--- src/rtl/mul_out_ctrl_pipe.sv ---
// Multiplier output controller: per-element sign correction of raw unsigned
// products, then low/high half selection and packing, in a two-stage valid/ready pipe.
module mul_out_ctrl_pipe #(
    parameter int unsigned XLEN = 32
) (
    input  logic                  clk,
    input  logic                  rst_n,
    input  logic                  in_valid,
    output logic                  in_ready,
    input  logic [2*XLEN-1:0]     in_product,
    input  logic [1:0]            in_opcode,
    input  logic [1:0]            in_precision,
    input  logic [XLEN/8-1:0]     in_sign_a,
    input  logic [XLEN/8-1:0]     in_sign_b,
    output logic                  out_valid,
    input  logic                  out_ready,
    output logic [XLEN-1:0]       out_data,
    output logic                  out_err
);

    localparam int unsigned NB  = XLEN / 8;
    localparam int unsigned PW  = 2 * XLEN;
    localparam int unsigned N16 = NB / 2;
    localparam int unsigned N32 = NB / 4;
    localparam bit          W64_OK = (XLEN == 64);

    localparam logic [1:0] OP_MUL    = 2'b00;
    localparam logic [1:0] PREC_8    = 2'b00;
    localparam logic [1:0] PREC_16   = 2'b01;
    localparam logic [1:0] PREC_32   = 2'b10;
    localparam logic [1:0] PREC_64   = 2'b11;

    logic            s1_valid;
    logic [PW-1:0]   s1_prod;
    logic [1:0]      s1_opcode;
    logic [1:0]      s1_prec;
    logic            s1_err;

    logic            s1_ready_c;
    logic            s2_ready_c;
    logic [NB-1:0]   neg_c;
    logic            err_c;
    logic [PW-1:0]   corr_c;
    logic            sel_hi_c;
    logic [XLEN-1:0] sel_c;

    // Handshake: a stage accepts when empty or when its successor drains it.
    assign s2_ready_c = !out_valid || out_ready;
    assign s1_ready_c = !s1_valid || s2_ready_c;
    assign in_ready   = rst_n && s1_ready_c;

    assign neg_c = in_sign_a ^ in_sign_b;
    assign err_c = !W64_OK && (in_precision == PREC_64);

    // Lane-local two's complement; each slice negates independently so no carry crosses lanes.
    always_comb begin
        corr_c = in_product;
        case (in_precision)
            PREC_8: begin
                for (int e = 0; e < NB; e++) begin
                    if (neg_c[e]) corr_c[16*e +: 16] = 16'(~in_product[16*e +: 16] + 16'd1);
                end
            end
            PREC_16: begin
                for (int e = 0; e < N16; e++) begin
                    if (neg_c[e]) corr_c[32*e +: 32] = 32'(~in_product[32*e +: 32] + 32'd1);
                end
            end
            PREC_32: begin
                for (int e = 0; e < N32; e++) begin
                    if (neg_c[e]) corr_c[64*e +: 64] = 64'(~in_product[64*e +: 64] + 64'd1);
                end
            end
            default: begin
                if (neg_c[0]) corr_c = PW'(~in_product + PW'(1));
            end
        endcase
    end

    // Half selection and packing from the stage-1 product.
    always_comb begin
        sel_c    = '0;
        sel_hi_c = (s1_opcode != OP_MUL);
        case (s1_prec)
            PREC_8: begin
                for (int e = 0; e < NB; e++) begin
                    sel_c[8*e +: 8] = sel_hi_c ? s1_prod[16*e + 8 +: 8] : s1_prod[16*e +: 8];
                end
            end
            PREC_16: begin
                for (int e = 0; e < N16; e++) begin
                    sel_c[16*e +: 16] = sel_hi_c ? s1_prod[32*e + 16 +: 16] : s1_prod[32*e +: 16];
                end
            end
            PREC_32: begin
                for (int e = 0; e < N32; e++) begin
                    sel_c[32*e +: 32] = sel_hi_c ? s1_prod[64*e + 32 +: 32] : s1_prod[64*e +: 32];
                end
            end
            default: begin
                if (!s1_err) sel_c = sel_hi_c ? s1_prod[PW-1 -: XLEN] : s1_prod[XLEN-1:0];
            end
        endcase
    end

    // Stage 1: sign-corrected product and control.
    always_ff @(posedge clk) begin
        if (!rst_n) begin
            s1_valid  <= 1'b0;
            s1_prod   <= '0;
            s1_opcode <= '0;
            s1_prec   <= '0;
            s1_err    <= 1'b0;
        end else if (s1_ready_c) begin
            s1_valid <= in_valid;
            if (in_valid) begin
                s1_prod   <= err_c ? '0 : corr_c;
                s1_opcode <= in_opcode;
                s1_prec   <= in_precision;
                s1_err    <= err_c;
            end
        end
    end

    // Stage 2: packed result; holds while downstream stalls.
    always_ff @(posedge clk) begin
        if (!rst_n) begin
            out_valid <= 1'b0;
            out_data  <= '0;
            out_err   <= 1'b0;
        end else if (s2_ready_c) begin
            out_valid <= s1_valid;
            if (s1_valid) begin
                out_data <= sel_c;
                out_err  <= s1_err;
            end
        end
    end

endmodule

--- config.mk ---
export PLATFORM = sky130hd
export DESIGN_NAME = mul_out_ctrl_pipe
export DESIGN_NICKNAME = d
export VERILOG_FILES = /design/src/rtl/mul_out_ctrl_pipe.sv
export SDC_FILE = /design/constraint.sdc
export NUM_CORES = 1
export LEC_CHECK = 0
export BUFFER_PORTS_ARGS = -buffer_cell sky130_fd_sc_hd__buf_2
export CORE_ASPECT_RATIO = 0.75
export CORE_MARGIN = 8
export CORE_UTILIZATION = 63
export CTS_CLUSTER_DIAMETER = 150
export CTS_CLUSTER_SIZE = 24
export DETAILED_ROUTE_END_ITERATION = 6
export PLACE_DENSITY = 0.87
export SLEW_MARGIN = 5
export SYNTH_ARGS = -nofsm -noshare
export SYNTH_HDL_FRONTEND = slang
export SYNTH_SLANG_ARGS = --single-unit
--- constraint.sdc ---
create_clock -name clk -period 5.6 [get_ports clk]
set_clock_uncertainty 0.2 [all_clocks]
set_input_delay 0.56 -clock clk [delete_from_list [all_inputs] [get_ports clk]]
set_output_delay 0.56 -clock clk [all_outputs]
set_load 0.01 [all_outputs]
; ---- Word-level counts from Yosys, hierarchy flattened
; Cells that the tools add are included.
[op_classes]
add_sub_neg = 7
n_eq_ne = 4
mux = 18
n_bitwise = 8
reduce_logical = 10
[op_table]
columns = op, n
row1 = $mux W32, 4
row2 = $mux W64, 2
row3 = $pmux W64 S2, 1
row4 = $mux W16, 6
row5 = $pmux W32 S3, 1
row6 = $add A16 B1 Y16 const B, 4
row7 = $add A32 B1 Y32 const B, 2
row8 = $add A64 B1 Y64 const B, 1
row9 = $not A16 Y16, 4
row10 = $not A32 Y32, 2
row11 = $not A64 Y64, 1
row12 = $mux W8, 4
row13 = $eq A2 B1 Y1 const B, 2
row14 = $eq A2 B2 Y1 const B, 2
row15 = $logic_not A2 Y1, 2
row16 = $reduce_and A2 Y1, 2
row17 = $xor A4 B4 Y4, 1
row18 = $logic_not A1 Y1, 2
row19 = $logic_or A1 B1 Y1, 2
row20 = $reduce_bool A2 Y1, 1
row21 = $logic_and A1 B1 Y1, 1
[totals]
regBits = 104
input_bits = 80
output_inout_bits = 35

; ---- Longest topological paths before layout
; Gate-level depths: netlist of run 1.
[depth]
depth_word = 5
mapped_depth = 11

; ---- Least setup slack after synthesis of run 1
; Ideal clock, no wire load.
[synth_path]
path_kind = in2reg
from = input in_product[32]
to = register s1_prod[58]
setup_time_ns = 0.136
arrival_time_ns = 2.708
required_ns = 5.264
slack_ns = 2.556
path_stages = 10
n_path_buf = 2
cell_sequence = clkbuf_1 inv_1 ha_1 or4b_1 clkbuf_1 nand4b_1 nor3_1 a21oi_1 a2111oi_0 a211oi_1
[synth_between]
elab_chain_cells = 5
elab_cells_between_ends = 8
[synth_rtl]
columns = item, line
row1 = from (decl), 10  ; input logic [2*XLEN-1:0] in_product,
row2 = $not A64 Y64 or $not A32 Y32 (tied branches), "71, 75, 66"
row3 = $add A64 B1 Y64 or $add A32 B1 Y32 (tied branches), "71, 75, 66"
row4 = $mux W64 or $mux W32 (tied branches), "71, 75, 66"
row5 = $pmux W64 S2 (*), 58  ; case (in_precision)
row6 = $mux W64 (*), 117  ; s1_prod <= err_c ? '0 : corr_c;
row7 = to (signal assigned), 117
row8 = to (decl), 34  ; logic [PW-1:0] s1_prod;
; Every way passes the cells marked *; elsewhere a longest branch is shown, timed or not.
; A chain may end at the register's enable or synchronous reset.

; ---- Worst setup path after layout of run 1
[layout_path]
from = input in_product[0]
to = register s1_prod[38]
[layout_between]
elab_chain_cells = 5
[layout_rtl]
columns = item, line
row1 = $not A64 Y64, "71, 75"
row2 = $add A64 B1 Y64, "71, 75"
row3 = $mux W64, "71, 75"
row4 = $pmux W64 S2, 58
row5 = $mux W64, 117
; Every way passes these cells.

==> flow_summary.ini, run 1 <==
[synth]
syn_inst = 984
syn_nets = 1068
yosys_warnings = 0
yosysUniqueCellTypes = 72
synth_area_mm2 = 0.007430
synth-main-ff-cell = dfxtp_1
synth_edf_count = 0
yosysSeqAreaShare_pct = 28.02
async_reset_ff_share_pct = 0
syn_avg_cell_area_um2 = 7.550
synth_seq_cells = 104

[critical_path]
crit_arrival_ns = 3.44
crit_type = input pin to flop
worst_ep_required_time_ns = 5.59
cp-end-kind = flop
cp_max_fo = 11
startpoint_type = input pin

[routing]
route.detailed.drc = 2
via_per_inst = 7.024
first_pass_iters = 7
ant_nets = 0
num_vias = 8457
wl_per_cell_um = 22.28
wl_um = 26830
drtIter0Drc = 1260

[power]
powerDensity_mw_per_mm2 = 243.7
vdd_ir_drop_max_mv = 0.1622
p_leak_nw = 3.009

[sta]
post-route-period-util_pct = 61.58
rsz0062_at_grt = false
fmax_mhz = 290.0
finalCriticalPeriod_ns = 3.448
drv_slew = 0
holdWs_ns = 0.2495
setup-violations-final = 0
tns_ns = 0
slew_headroom_pct = 20.22
setup_ws_ns = 2.152
hold_viol_final = 0
worstMarginPinSlew_ns = 1.193

[status]
violations = DRC
status = complete, but fails checks

[floorplan]
dieArea_mm2 = 0.01556
io_pins = 115
initial_core_util_pct = 64.45
fp.dieW_um = 141.4
die_y_um = 110.0
fp.coreArea_mm2 = 0.01153
rows = 34

[cells_and_area]
drive_gt1_share_pct = 16.51
layout_common_cells = 114 x buf_2, 105 x nor2_1, 104 x dfxtp_1
finish.utilization_pct = 71.23
fin_nets = 1121
final_common_cell = buf_2
area_growth_pct = 10.53
antenna_cells = 0

[clock_tree]
clock-sinks = 104
cts-resized-gates = 0
cts_tree = done
cts_made_buffers = 9
path_clk_slew_ns = 0.07
cts_hold_buf = 0
cts_max_path_buffers = 2
htree_num_levels = 3
clk-insertion-delay-late_ns = 0.35
post_cts_buffers = 0
clockRootBuffer = clkbuf_16

[place]
dp_slack_ns = 1.890
place_hpwl_um = 20000
io_buffers = 114
place.gp.congestion = 1.070

[global_routing]
grt_pass1_vias = 7764
grt_max_degree = 59
grt_pass1_wl_um = 41900
antenna_found_initial = 0
gr-total-overflow = 0
grt_usage_pct = 34.02

[run]
maxCapViolations = 0

[min_path]
hp-class = input pin to flop
[report_power, final]
part	internal (W)	switching, W	leakage (nW)
clock network	0.000315	0.000280	0.133
logic	0.000205	0.000345	2.02
registers	0.000795	0.0000618	0.853
total	0.00131	0.000687	3.01
[final cells by class]
cell class / count / area [µm²]
multi-input combinational: 783 / 4956
fill: 978 / 3317
sequential: 104 / 2082
timing repair buffer: 122 / 630.6
clock buffer: 12 / 246.5
tap: 162 / 202.7
inverter: 17 / 63.81
clock inverter: 4 / 30.03
[metal layers]
layer / routed length [µm] / global-route usage, %
met2: 11040 / 50.62
met4: 949 / 11.46
met5: 0 / 1.238
met1: 10690 / 45.83
met3: 4149 / 10.89
[registers in the layout (all words and copies together) (netlist names)]
register	flops
out_err	1
s1_prod	64
s1_err	1
s1_opcode	2
s1_valid	1
out_valid	1
out_data	32
s1_prec	2
[cell families after synthesis]
family                     after synthesis  synth area share (%)
adders and majority gates                4                0.6737
muxes                                   57                 7.966
and+or+nand+nor                        348                 23.90
xor gates and xnor gates                60                 7.073
AOI/OAI and AO/OA                      314                 26.84
buffers and inverters                   97                 5.524
DFF                                    104                 28.02
[cells in the mapped netlist, types with 3 or more instances]
master,instances,area [µm²]
or4_1,5,37.54
o311ai_0,4,35.03
and2_1,8,50.05
and3_1,5,31.28
a32o_1,3,30.03
xnor2_1,40,350.3
dfxtp_1,104,2082
a31oi_1,15,93.84
a311oi_1,6,52.55
nand3_1,14,70.07
and4_1,4,35.03
nor4b_1,3,26.28
o21ai_0,88,440.4
nor2_1,105,394.1
nor3b_1,4,30.03
mux2i_1,40,400.4
o21a_1,4,30.03
nand2_1,87,326.6
a41oi_1,3,26.28
nor4_4,3,63.81
nand3b_1,5,37.54
o221ai_1,19,166.4
xor2_1,20,175.2
a21oi_1,75,375.4
inv_1,17,63.81
a32oi_1,4,35.03
or2_2,3,18.77
o31ai_1,15,112.6
o22ai_1,19,118.9
nor4_1,24,150.1
nand2b_1,6,37.54
nand4_1,11,68.82
a22oi_1,16,120.1
nor3_1,32,160.2
buf_1,4,15.01
o2111ai_1,3,26.28
a211oi_1,20,150.1
or3_1,13,81.33
ha_1,4,50.05
clkbuf_1,68,255.2
buf_2,3,15.01
a2111oi_0,4,35.03
mux2_2,17,191.4
[path summary, 6_finish.rpt]
path                                             from                   endpoint  slack, ns  cells after the start
worst max-delay path                    in_product[0]   s1_prod[38]$_SDFFE_PN0P_       2.15                      9
worst min-delay path                     in_opcode[1]  s1_opcode[1]$_SDFFE_PN0P_       0.25                      3
worst max register to register  s1_valid$_SDFFE_PN0N_   s1_prod[54]$_SDFFE_PN0P_       2.91                      6
worst min register to register   out_err$_SDFFE_PN0P_       out_err$_SDFFE_PN0P_       0.26                      2
[through the flow]
stage               area (µm²)  total power [W]  instances
floorplan                 7430         0.001208        984
finish                    8212         0.002001       1204
global placement          7935         0.001382       1188
global route              8212         0.002071       1204
CTS                       8212         0.001974       1204
detailed placement        7935         0.001394       1188
[critical path, cell delays in order]
cell	delay (ns)
buf_2	0.13
inv_1	0.05
ha_1	0.18
nor4b_1	0.64
nand4_1	0.71
o21ai_1	0.63
a21oi_1	0.22
xnor2_1	0.22
o21ai_0	0.09
Power figures use the tool's default switching activity.
==> inputs of run 2 (changes only) <==
--- a/config.mk
+++ b/config.mk
@@ -8,11 +8,11 @@
 export BUFFER_PORTS_ARGS = -buffer_cell sky130_fd_sc_hd__buf_2
 export CORE_ASPECT_RATIO = 0.75
 export CORE_MARGIN = 8
-export CORE_UTILIZATION = 63
+export CORE_UTILIZATION = 53
 export CTS_CLUSTER_DIAMETER = 150
 export CTS_CLUSTER_SIZE = 24
 export DETAILED_ROUTE_END_ITERATION = 6
-export PLACE_DENSITY = 0.87
+export PLACE_DENSITY = 0.78
 export SLEW_MARGIN = 5
 export SYNTH_ARGS = -nofsm -noshare
 export SYNTH_HDL_FRONTEND = slang
==> constraint.sdc (replaced) <==
create_clock -name clk -period 2.9 [get_ports clk]
set_clock_uncertainty 0.2 [all_clocks]
set_input_delay 0.29 -clock clk [delete_from_list [all_inputs] [get_ports clk]]
set_output_delay 0.29 -clock clk [all_outputs]
set_load 0.01 [all_outputs]
==> flow_summary.ini, run 2 (same netlist as run 1, synthesis figures left out) <==
[global_routing]
grt_pass1_vias = 7771
grt_pass1_wl_um = 44070
grt_usage_pct = 30.17
antenna_found_initial = 0
grt_max_degree = 58
gr-total-overflow = 0

[floorplan]
rows = 37
die_y_um = 118.5
fp.dieW_um = 152.7
fp.coreArea_mm2 = 0.01370
io_pins = 115
initial_core_util_pct = 54.22
dieArea_mm2 = 0.01810

[power]
switching_share_pct = 34.49
pwr-share-clk_pct = 31.4
p_leak_nw = 3.317
p_switching_w = 0.001404
seqPwrFrac_pct = 40.7
intPower_w = 0.002667
p_total_w = 0.004071
power_frac_comb_pct = 27.9
vdd_ir_drop_max_mv = 0.2791
powerDensity_mw_per_mm2 = 466.8

[routing]
via_per_inst = 6.698
wl_per_cell_um = 22.30
num_vias = 8553
ant_nets = 0
drtIter0Drc = 1304
first_pass_iters = 7
route.detailed.drc = 5
wl_um = 28480

[critical_path]
worst_ep_required_time_ns = 2.92
cp_max_fo = 6
slowest_delay_ns = 0.53
cp_cell_sequence = buf_2 > inv_1 > ha_1 > or4b_1 > and4b_1 > a31oi_1 > a2111oi_0 > a211oi_1
startpoint_type = input pin
crit_arrival_ns = 2.46
critPathBufInv = 2
crit_type = input pin to flop
crit_family = simple AND/OR/NAND/NOR gates
cp-end-kind = flop
cp_slowest_cell = or4b_1
reg2reg_slack_ns = 0.55

[min_path]
hp-class = input pin to flop

[cells_and_area]
drive_gt1_share_pct = 21.05
nFillCells = 1277
layout_common_cells = 114 x buf_2, 105 x nor2_1, 104 x dfxtp_1
final_common_cell = buf_2
area_growth_pct = 17.36
largest_register = s1_prod
largest_reg_flops = 64
antenna_cells = 0
top_regs = s1_prod x64, out_data x32
final_area_mm2 = 0.008720
fin_nets = 1181

[clock_tree]
clock-sinks = 104
path_clk_slew_ns = 0.08
post_cts_buffers = 0
cts-resized-gates = 0
htree_num_levels = 3
clockRootBuffer = clkbuf_16
cts_tree = done
cts_hold_buf = 2
cts_made_buffers = 9
cts_max_path_buffers = 2
clk-insertion-delay-late_ns = 0.35

[sta]
rsz0062_at_grt = false
tns_ns = 0
setup-violations-final = 0
finalCriticalPeriod_ns = 2.434
drv_slew = 0
hold_viol_final = 0
worstMarginPinSlew_ns = 0.7225
fmax_mhz = 410.8
slew_headroom_pct = 51.67
post-route-period-util_pct = 83.93

[place]
place_area_mm2 = 0.008387
io_buffers = 114
place.gp.congestion = 1.076
place_hpwl_um = 21990

[run]
maxCapViolations = 0

[status]
status = complete, but fails checks
violations = DRC
[run 2: changes by cell type in the layout (fill, tap and decap cells not counted)]
cell | before | now
bufinv_16 | 0 | 1
inv_6 | 0 | 1
clkinv_2 | 1 | 0
buf_4 | 8 | 66
clkinvlp_4 | 1 | 2
clkbuf_8 | 1 | 0
clkbuf_1 | 2 | 0
clkinv_4 | 2 | 0
inv_8 | 0 | 3
dlygate4sd3_1 | 0 | 2
[run 2: cell type report]
class	instances	area, µm²	share of cell area [%]
Multi-Input combinational cell	783	4956	56.84
Sequential cell	104	2082	23.88
Timing Repair Buffer	182	1086	12.46
Clock buffer	9	225.2	2.583
Tap cell	175	219.0	2.511
Clock inverter	7	87.58	1.004
Inverter	17	63.81	0.7318
[run 2: final timing paths]
path,to,startpoint,cells past startpoint
setup reg to reg,out_data[21]$_SDFFE_PN0P_,s1_prec[0]$_SDFFE_PN0P_,6
setup / recovery,s1_prod[54]$_SDFFE_PN0P_,in_product[33],8
hold reg to reg,out_err$_SDFFE_PN0P_,out_err$_SDFFE_PN0P_,2
hold / removal,out_valid$_SDFFE_PN0P_,out_ready,3
[run 2: worst min-delay path, cell delays in order]
cell      delay [ns]
buf_2           0.08
nand2b_1        0.13
a21oi_1         0.07
[run 2: per-layer routing]
layer | vias up | wire (µm) | GRT usage (%)
li1 | 3901 | - | -
met1 | 3984 | 12690 | 44.53
met2 | 611 | 11330 | 42.51
met3 | 57 | 3943 | 8.227
met4 | 0 | 518 | 6.473
met5 | - | 0 | 0
[run 2: stage by stage]
| stage | utilization, % | cells | hold WS (ns) | setup WS, ns |
|---|---|---|---|---|
| 2_1_floorplan | - | 984 | 0.2069 | 0.1260 |
| 3_3_place_gp | 61.20 | 1259 | 0.2413 | 0.2090 |
| 3_5_place_dp | 61.20 | 1259 | 0.2525 | 0.1523 |
| 4_1_cts | 63.63 | 1277 | 0.05461 | 0.5326 |
| 5_1_grt | 63.63 | 1277 | 0.06681 | 0.3519 |
| 6_report | 63.63 | 1277 | 0.06183 | 0.4659 |
[run 2: power by group through the flow]
stage / combinational, W / sequential, W / clock [W]
floorplan: 0.000694 / 0.00164 / 0
global placement: 0.00108 / 0.00168 / 0
detailed placement: 0.00110 / 0.00168 / 0
CTS: 0.00110 / 0.00164 / 0.00129
global route: 0.00122 / 0.00166 / 0.00135
finish: 0.00114 / 0.00166 / 0.00128
==> inputs of run 3 (changes only) <==
--- a/config.mk
+++ b/config.mk
@@ -5,14 +5,15 @@
 export SDC_FILE = /design/constraint.sdc
 export NUM_CORES = 1
 export LEC_CHECK = 0
+export ABC_AREA = 1
 export BUFFER_PORTS_ARGS = -buffer_cell sky130_fd_sc_hd__buf_2
 export CORE_ASPECT_RATIO = 0.75
 export CORE_MARGIN = 8
-export CORE_UTILIZATION = 53
+export CORE_UTILIZATION = 60
 export CTS_CLUSTER_DIAMETER = 150
 export CTS_CLUSTER_SIZE = 24
 export DETAILED_ROUTE_END_ITERATION = 6
-export PLACE_DENSITY = 0.78
+export PLACE_DENSITY = 0.82
 export SLEW_MARGIN = 5
 export SYNTH_ARGS = -nofsm -noshare
 export SYNTH_HDL_FRONTEND = slang
==> constraint.sdc (replaced) <==
create_clock -name clk -period 2.5 [get_ports clk]
set_clock_uncertainty 0.2 [all_clocks]
set_input_delay 0.25 -clock clk [delete_from_list [all_inputs] [get_ports clk]]
set_output_delay 0.25 -clock clk [all_outputs]
set_load 0.01 [all_outputs]
==> flow_summary.ini, run 3 <==
[status]
status = completed

[cells_and_area]
finish.utilization_pct = 69.23
multi_input_area_mm2 = 0.006319
nFillCells = 1409
final_common_cell = nand2_1
layout_common_cells = 382 x nand2_1, 190 x nor2_1, 146 x nand3_1
fin_nets = 1734
drive_gt1_share_pct = 21.51
largest_register = s1_prod
regArea_mm2 = 0.002082
top_regs = s1_prod x64, out_data x32
area_growth_pct = 13.92
largest_reg_flops = 64
antenna_cells = 0

[sta]
tns_ns = 0
holdWs_ns = 0.009460
fmax_mhz = 405.5
setup-violations-final = 0
drv_slew = 0
worstMarginPinSlew_ns = 0.8943
rsz0062_at_grt = false
setup_ws_ns = 0.03407
post-route-period-util_pct = 98.64
finalCriticalPeriod_ns = 2.466
slew_headroom_pct = 40.31
hold_viol_final = 0

[critical_path]
crit_type = input pin to flop
cp_max_fo = 7
cp-end-kind = flop
worst_ep_required_time_ns = 2.54
crit_arrival_ns = 2.51
startpoint_type = input pin

[routing]
drtIter0Drc = 1528
wl_per_cell_um = 19.35
first_pass_iters = 6
num_vias = 11450
ant_nets = 0
route.detailed.drc = 0
wl_um = 35990
via_per_inst = 6.155

[synth]
synth.largest_area_cell = dfxtp_1
yosysUniqueCellTypes = 46
synth-main-ff-cell = dfxtp_1
syn_inst = 1544
synth.top_cell.area_share_pct = 22.65
synth_area_mm2 = 0.009193
synth_most_common_cell = nand2_1
syn_avg_cell_area_um2 = 5.954
syn_nets = 1628
synth_seq_cells = 104
ys_top_cells_by_count = 383 x nand2_1, 192 x nor2_1, 146 x nand3_1, 134 x o21ai_0, 116 x a21oi_1
synth_edf_count = 0
async_reset_ff_share_pct = 0
yosys_warnings = 0
synth_area_leaders = dfxtp_1 23%, nand2_1 16%, nand3_1 7.9%, nor2_1 7.8%, o21ai_0 7.3%
yosysSeqAreaShare_pct = 22.65

[floorplan]
fp.dieW_um = 158.9
dieArea_mm2 = 0.01958
initial_core_util_pct = 60.77
io_pins = 115
fp.coreArea_mm2 = 0.01513
die_y_um = 123.2
rows = 39

[power]
switching_share_pct = 38.18
p_switching_w = 0.001972
power_frac_comb_pct = 33.8
p_leak_nw = 4.655
pwr-share-clk_pct = 29.6
powerDensity_mw_per_mm2 = 493.2
intPower_w = 0.003193
vdd_ir_drop_max_mv = 0.4057
p_total_w = 0.005165
seqPwrFrac_pct = 36.6

[clock_tree]
cts_made_buffers = 9
cts_max_path_buffers = 2
clock-sinks = 104
clockRootBuffer = clkbuf_16
path_clk_slew_ns = 0.08
htree_num_levels = 3
cts_tree = done
clk-insertion-delay-late_ns = 0.35

[place]
io_buffers = 114
place.gp.congestion = 1.067
place_hpwl_um = 28480
dp_slack_ns = 0.2400

[min_path]
hp-class = input pin to flop

[global_routing]
grt_usage_pct = 35.42
gr-total-overflow = 0
antenna_found_initial = 0
grt_max_degree = 43
grt_pass1_wl_um = 55460
grt_pass1_vias = 10100

[run]
maxCapViolations = 0
==> run 3: cell count changes after synthesis, moves of 26 or more <==
cell      previous run  this run
xnor2_1             40         3
nand2_2              1        32
nor2_1             105       192
mux2i_1             40         0
inv_1               17       107
nor3_1              32         6
a21oi_1             75       116
clkbuf_1            68        36
or2_2                3        30
nor2_2               0        30
nand2_1             87       383
nand3_1             14       146
o21ai_0             88       134
==> run 3: critical path, stage by stage <==
cell and delay [ns]:
dlygate4sd3_1 0.53, buf_2 0.12, inv_1 0.11, nand3_2 0.15
nor2_4 0.24, nand3_1 0.26, inv_1 0.16, nand2_1 0.21
nand2_1 0.16, nand2_1 0.06, nand2_1 0.05, nand3_1 0.06
nand2_1 0.07, a21oi_1 0.06
==> run 3: area by class of cell <==
cell class	count	area share (%)
Sequential cell	104	19.88
Clock buffer	9	2.151
Inverter	123	4.433
Multi-Input combinational cell	1244	60.33
Timing Repair Buffer	168	9.845
Tap cell	205	2.449
Clock inverter	7	0.9080
==> run 3: logic make-up (layout without fill, tap and decap cells) <==
kind of cell    Yosys count  in the layout  share of synthesized area, %
fa+ha+maj                 4              4                        0.5445
compound gates          351            351                         22.47
xor+xnor                 15             15                         1.511
buf+inv                 196            307                         8.970
flops                   104            104                         22.65
simple gates            874            874                         43.85
==> run 3: stage by stage <==
step,std cells,area (µm²)
6_report,1860,10470
3_3_place_gp,1840,10080
2_1_floorplan,1544,9193
4_1_cts,1858,10430
5_1_grt,1860,10470
3_5_place_dp,1840,10080
==> run 3: path summary, 6_finish.rpt <==
path / slack (ns) / from / end / cells past startpoint
worst min-delay path: 0.009 / in_opcode[1] / s1_opcode[1]$_SDFFE_PN0P_ / 3
worst min register to register: 0.27 / s1_prod[16]$_SDFFE_PN0P_ / s1_prod[16]$_SDFFE_PN0P_ / 2
worst max register to register: 0.35 / s1_opcode[1]$_SDFFE_PN0P_ / out_data[30]$_SDFFE_PN0P_ / 7
worst max-delay path: 0.03 / in_product[0] / s1_prod[41]$_SDFFE_PN0P_ / 14
==> run 3: power by group through the flow <==
| stage | clock (W) | sequential (W) | combinational, W |
|---|---|---|---|
| 6_report | 0.00153 | 0.00189 | 0.00175 |
| 5_1_grt | 0.00160 | 0.00190 | 0.00189 |
| 4_1_cts | 0.00153 | 0.00188 | 0.00168 |
| 3_5_place_dp | 0 | 0.00192 | 0.00167 |
| 3_3_place_gp | 0 | 0.00192 | 0.00164 |
| 2_1_floorplan | 0 | 0.00190 | 0.00109 |
==> run 3: repair_timing <==
item	CTS	global route
hold endpoints to repair	2	0
setup endpoints to repair	0	12
resized for setup	0	7
buffers inserted	0	2
hold buffers	2	0
==> run 3: layer usage <==
layer / track usage (%) / wire length (µm)
met3: 10.91 / 4913
met5: 0 / 0
met2: 52.72 / 14760
met1: 48.06 / 15100
met4: 11.99 / 1212
